**src/rtl/crc_pkg.sv**
```systemverilog
// Shared constants and state encoding for the byte-to-serial CRC-8 path.
package crc_pkg;
  localparam int CRC_W  = 8;
  localparam int DATA_W = 8;

  localparam logic [CRC_W-1:0] DEF_POLY = 8'h07;
  localparam logic [CRC_W-1:0] DEF_SEED = 8'h00;

  typedef enum logic [1:0] {
    IDLE  = 2'd0,
    SHIFT = 2'd1,
    WAIT  = 2'd2,
    OUT   = 2'd3
  } state_t;
endpackage

```
**src/rtl/crc8_lfsr.sv**
```systemverilog
// Bit-serial CRC-8 register: feedback mode absorbs din MSB-first, drain mode shifts the remainder out.
module crc8_lfsr
  import crc_pkg::*;
#(
  parameter logic [CRC_W-1:0] POLY = DEF_POLY,
  parameter logic [CRC_W-1:0] SEED = DEF_SEED
) (
  input  logic clk,
  input  logic rst,
  input  logic load,
  input  logic en,
  input  logic din,
  input  logic mode,
  output logic msb
);

  logic [CRC_W-1:0] crc;
  logic             fb;

  // Drain mode forces zero feedback so the remainder leaves unchanged.
  assign fb = ~mode & (din ^ crc[CRC_W-1]);

  always_ff @(posedge clk or negedge rst) begin
    if (!rst) begin
      crc <= SEED;
    end else if (load) begin
      crc <= SEED;
    end else if (en) begin
      crc <= {crc[CRC_W-2:0], 1'b0} ^ (fb ? POLY : '0);
    end
  end

  assign msb = crc[CRC_W-1];

endmodule

```
**src/rtl/crc_frame_ctrl.sv**
```systemverilog
// Frame sequencer: accepts bytes on valid/ready, feeds them MSB-first to the CRC-8 LFSR, then drains the CRC serially.
module crc_frame_ctrl
  import crc_pkg::*;
#(
  parameter logic [CRC_W-1:0] POLY = DEF_POLY,
  parameter logic [CRC_W-1:0] SEED = DEF_SEED
) (
  input  logic              clk,
  input  logic              rst,
  input  logic              in_valid,
  input  logic [DATA_W-1:0] in_data,
  input  logic              in_last,
  output logic              in_ready,
  output logic              crc_out,
  output logic              crc_valid,
  output logic              done,
  output logic              busy
);

  state_t            state, state_nxt;
  logic [2:0]        bit_cnt;
  logic [DATA_W-1:0] data_sr;
  logic              last_q;
  logic              accept;
  logic              lfsr_msb;

  assign in_ready = (state == IDLE) || (state == WAIT);
  assign accept   = in_valid & in_ready;

  always_comb begin
    state_nxt = state;
    case (state)
      IDLE:    if (accept) state_nxt = SHIFT;
      SHIFT:   if (bit_cnt == 3'd0) state_nxt = last_q ? OUT : WAIT;
      WAIT:    if (accept) state_nxt = SHIFT;
      OUT:     if (bit_cnt == 3'd0) state_nxt = IDLE;
      default: state_nxt = IDLE;
    endcase
  end

  // bit_cnt wraps 0 -> 7 on the last SHIFT edge, which primes the 8-cycle OUT count.
  always_ff @(posedge clk or negedge rst) begin
    if (!rst) begin
      state   <= IDLE;
      bit_cnt <= 3'd0;
      last_q  <= 1'b0;
    end else begin
      state <= state_nxt;
      if (accept) begin
        bit_cnt <= 3'd7;
        last_q  <= in_last;
      end else if ((state == SHIFT) || (state == OUT)) begin
        bit_cnt <= bit_cnt - 3'd1;
      end
    end
  end

  always_ff @(posedge clk) begin
    if (accept) begin
      data_sr <= in_data;
    end else if (state == SHIFT) begin
      data_sr <= {data_sr[DATA_W-2:0], 1'b0};
    end
  end

  crc8_lfsr #(
    .POLY (POLY),
    .SEED (SEED)
  ) u_lfsr (
    .clk  (clk),
    .rst  (rst),
    .load (accept && (state == IDLE)),
    .en   ((state == SHIFT) || (state == OUT)),
    .din  (data_sr[DATA_W-1]),
    .mode (state == OUT),
    .msb  (lfsr_msb)
  );

  assign crc_valid = (state == OUT);
  assign crc_out   = (state == OUT) & lfsr_msb;
  assign done      = (state == OUT) && (bit_cnt == 3'd0);
  assign busy      = (state != IDLE);

endmodule

```
**config.mk**
```make
export PLATFORM = sky130hd
export DESIGN_NAME = crc_frame_ctrl
export DESIGN_NICKNAME = d
export VERILOG_FILES = /design/src/rtl/crc_pkg.sv /design/src/rtl/crc8_lfsr.sv /design/src/rtl/crc_frame_ctrl.sv
export SDC_FILE = /design/constraint.sdc
export NUM_CORES = 1
export LEC_CHECK = 0
export ABC_AREA = 0
export CORE_UTILIZATION = 50
export CTS_BUF_LIST = sky130_fd_sc_hd__clkbuf_8
export CTS_CLUSTER_SIZE = 12
export DETAILED_ROUTE_END_ITERATION = 10
export GPL_ROUTABILITY_DRIVEN = 0
export PLACE_DENSITY_LB_ADDON = 0.25
export SYNTH_ARGS = -nofsm -noshare
export SYNTH_HDL_FRONTEND = slang
export SYNTH_HIERARCHICAL = 1
export SYNTH_SLANG_ARGS = --single-unit
```
**constraint.sdc**
```tcl
create_clock -name clk -period 1.9 [get_ports clk]
set_input_delay 0.38 -clock clk [delete_from_list [all_inputs] [get_ports clk]]
set_output_delay 0.38 -clock clk [all_outputs]
set_load 0.02 [all_outputs]
```
==> metrics.md <==
| Metric | Value |
|---|---|
| Final Instance Count excl. Fillers | `134` |
| Synth Area in Adders | `2.29%` |
| Worst R2R Path Depth | `6` |
| CTS HTree Levels | `1` |
| Share of cells above drive strength 1 | `24.3%` |
| Die footprint | `0.00237 mm²` |
| Final setup TNS | `0 ps` |
| Compound-Gate Fraction of Synth Area | `8.83%` |
| Mux cell area share after synthesis | `15.6%` |
| Die Wd | `48.7 µm` |
| Root Driver | `clkbuf_8` |
| Peak supply drop | `0.888 mV` |
| Status | `complete, no violations` |
| Crit path max-delay family | `buffers and inverters` |
| Area Growth Syn to Fin | `22.7%` |
| Max cap viols | `0` |
| Clock skew | `4.50 ps` |
| CTS tree | `built` |
| Register area share after synthesis | `54.1%` |
| Yosys cell types | `29` |
| R2r setup slk | `390 ps` |
| Syn avg cell area | `12.7 µm²` |
| Critical path class | `register to output pin` |
| PwrDens | `1790 mW/mm²` |
| CP endpoint kind | `output pin` |
| Drt pass-1 iters | `3` |
| Min-Delay Path Depth | `1` |
| Post-Synthesis Cells | `86` |
| Pre-CTS WS | `14.9 ps` |
| Routed wire per std cell | `13.4 µm` |
| Slew headroom | `58.1%` |
| Critical Path AT | `1370 ps` |
| Antenna violations before repair | `0` |
| Hold WC Path Type | `register to register` |
| XOR/XNOR share of the synthesized area | `1.61%` |
| Design Power | `2400 µW` |
| Initial DRC Count | `5` |
| Syn nets | `100` |
| Clock slew seen by the registers of the worst setup and hold paths | `80 ps` |
| ANT cells | `0` |
| Bufs on Longest Clock Path | `2` |
| Final hold vios | `0` |
| # DRC | `0` |
| Via count | `716` |
| Largest net degree at the start of global routing | `16` |
| Tcrit/Tclk final | `92.0%` |
| Die H | `48.7 µm` |
| Final core utilization | `66.9%` |
| HP Start | `bit_cnt[0]` |
| Leak | `0.000626 µW` |
| CP Launch Type | `register` |
| Fin nets | `122` |
| Hold Crit Endpoint | `bit_cnt[0]` |
| Final setup fails | `0` |
| First-pass GRT wire length | `3.39 mm` |
| Worst Path Buf+Inv | `2` |
| Number of global-route vias before repair | `773` |
| Post-CTS setup buffers | `0` |
| Synth Register Bits | `22` |
| Port Buffer Count | `16` |
| Critical Path RT | `1520 ps` |
| CP max-delay cell | `dfrtp_1` |
| Antenna viol nets, final | `0` |
| Peak Freq | `572 MHz` |
| Largest family of logic cells by synthesized area | `multiplexers` |
| Gr ovfl total | `0` |
| Setup ws final | `152 ps` |
| Detailed placement HPWL | `1.33 mm` |
| RR Endpoint | `data_sr[3]` |
| Worst slew pin tran | `626 ps` |
| Crit-path max cell delay | `400 ps` |
| Num CTS Buffers | `3` |
| Io pins | `17` |
| DR vias/cell | `5.34` |
| Clk sinks | `22` |
| Starting Density | `54.5%` |
| Simple-gate share of the synthesized area | `13.1%` |
| Final min period | `1750 ps` |
| Post-CTS Hold Buffers | `0` |
| Crit-path max FO | `8` |
| RSZ-0062 raised after global routing | `false` |
| Row count | `16` |
| Cell area after synthesis | `0.00109 mm²` |
| Final wirelength | `1.80 mm` |
| Clk_lat worst skew | `260 ps` |
| R2r startpoint | `state[0]` |
| CP cell instances | `buf_4 > or2_4 > dlygate4sd2_1` |
| Max-slew violation count | `0` |
| Synth warn | `6` |
| Core area | `0.00200 mm²` |
| Dpl cells | `130` |
| GRT Util Overall | `19.4%` |
synth_stat cells:
| cell | n | area, µm² |
|---|---|---|
| edfxtp_1 | 8 | 240 |
| inv_4 | 1 | 6.26 |
| o21ba_1 | 1 | 10.0 |
| or3_1 | 2 | 12.5 |
| nor2b_1 | 2 | 12.5 |
| o22ai_1 | 1 | 6.26 |
| a311oi_2 | 2 | 30.0 |
| clkbuf_1 | 1 | 3.75 |
| and3_1 | 2 | 12.5 |
| dfrtp_1 | 14 | 350 |
| nor3_1 | 3 | 15.0 |
| o21ai_0 | 3 | 15.0 |
| or2_4 | 1 | 8.76 |
| a21oi_2 | 1 | 8.76 |
| nor2_2 | 1 | 6.26 |
| and2_1 | 2 | 12.5 |
| mux2i_1 | 5 | 50.1 |
| ha_1 | 2 | 25.0 |
| a31oi_1 | 1 | 6.26 |
| nor2_1 | 8 | 30.0 |
| inv_1 | 4 | 15.0 |
| nand2_8 | 1 | 20.0 |
| a21oi_1 | 4 | 20.0 |
| mux2_4 | 8 | 120 |
| buf_1 | 1 | 3.75 |
| buf_2 | 1 | 5.00 |
| xnor2_1 | 2 | 17.5 |
| nand2b_1 | 2 | 12.5 |
| buf_4 | 2 | 15.0 |
report_power, final:
| part | total (µW) | internal, µW | switching [µW] | leakage (µW) |
|---|---|---|---|---|
| combinational | 1170 | 612 | 561 | 0.000355 |
| sequential | 943 | 806 | 137 | 0.000244 |
| clock | 285 | 144 | 141 | 0.0000269 |
| total | 2400 | 1560 | 838 | 0.000626 |
repair_timing:
| action | CTS | global route |
|---|---|---|
| setup endpoints to repair | 5 | 1 |
| cloned | 0 | 0 |
| resized for setup | 7 | 1 |
final cells by class:
class | instances | area, µm²
Tap cell | 27 | 33.8
Inverter | 5 | 21.3
Multi-Input combinational cell | 54 | 452
Timing Repair Buffer | 22 | 195
Clock buffer | 3 | 41.3
Fill cell | 170 | 663
Sequential cell | 22 | 592
Clock inverter | 1 | 3.75
per-stage QoR:
step	hold slack, ps	cell area (µm²)
after floorplan	84.4	1090
after global placement	459	1300
after detailed placement	485	1300
after CTS	495	1340
after global routing	528	1340
final	493	1340
how the worst max path moves through the flow:
| stage | end | cells past startpoint | slack [ps] | startpoint |
|---|---|---|---|---|
| after floorplan | data_sr[0] | 2 | 370 | state[0] |
| after global placement | done | 5 | 60 | bit_cnt[0] |
| after detailed placement | done | 5 | 10 | bit_cnt[0] |
| after CTS | done | 5 | 10 | bit_cnt[0] |
| after global routing | done | 5 | 90 | bit_cnt[0] |
| final | busy | 3 | 150 | state[0] |
layout by cell type (no fill, tap or decap), types with 3 or more instances in the layout:
cell / n
inv_1: 5
mux2_4: 8
edfxtp_1: 8
a21oi_1: 4
nor2_1: 8
o21ai_0: 3
nor3_1: 3
mux2i_1: 5
dfrtp_1: 13
dlygate4sd2_1: 4
clkbuf_8: 3
buf_4: 6
clkdlybuf4s50_1: 11
flip-flops by register name, indices dropped and copies added, names as in the netlist:
register,flops
bit_cnt,3
last_q,1
data_sr,8
state,2
u_lfsr/crc,8
metal layers:
| layer | up-vias | track usage [%] | part of all wire (%) |
|---|---|---|---|
| met3 | 6 | 3.46 | 3.2 |
| met2 | 14 | 32.2 | 49 |
| met1 | 356 | 22.8 | 44 |
| li1 | 340 | - | - |
| met4 | 0 | 12.7 | 3.3 |
| met5 | - | 0 | 0 |
cells by family (layout without fill, tap and decap cells):
kind of cell,after synthesis,after routing
AND/OR/NAND/NOR,24,24
flip-flops,22,22
AO/OA/AOI/OAI,13,13
multiplexers,13,13
buffers and inverters,10,31
adder cells (fa/ha/maj),2,2
XOR/XNOR,2,2
(Power assumes the default switching activity.)
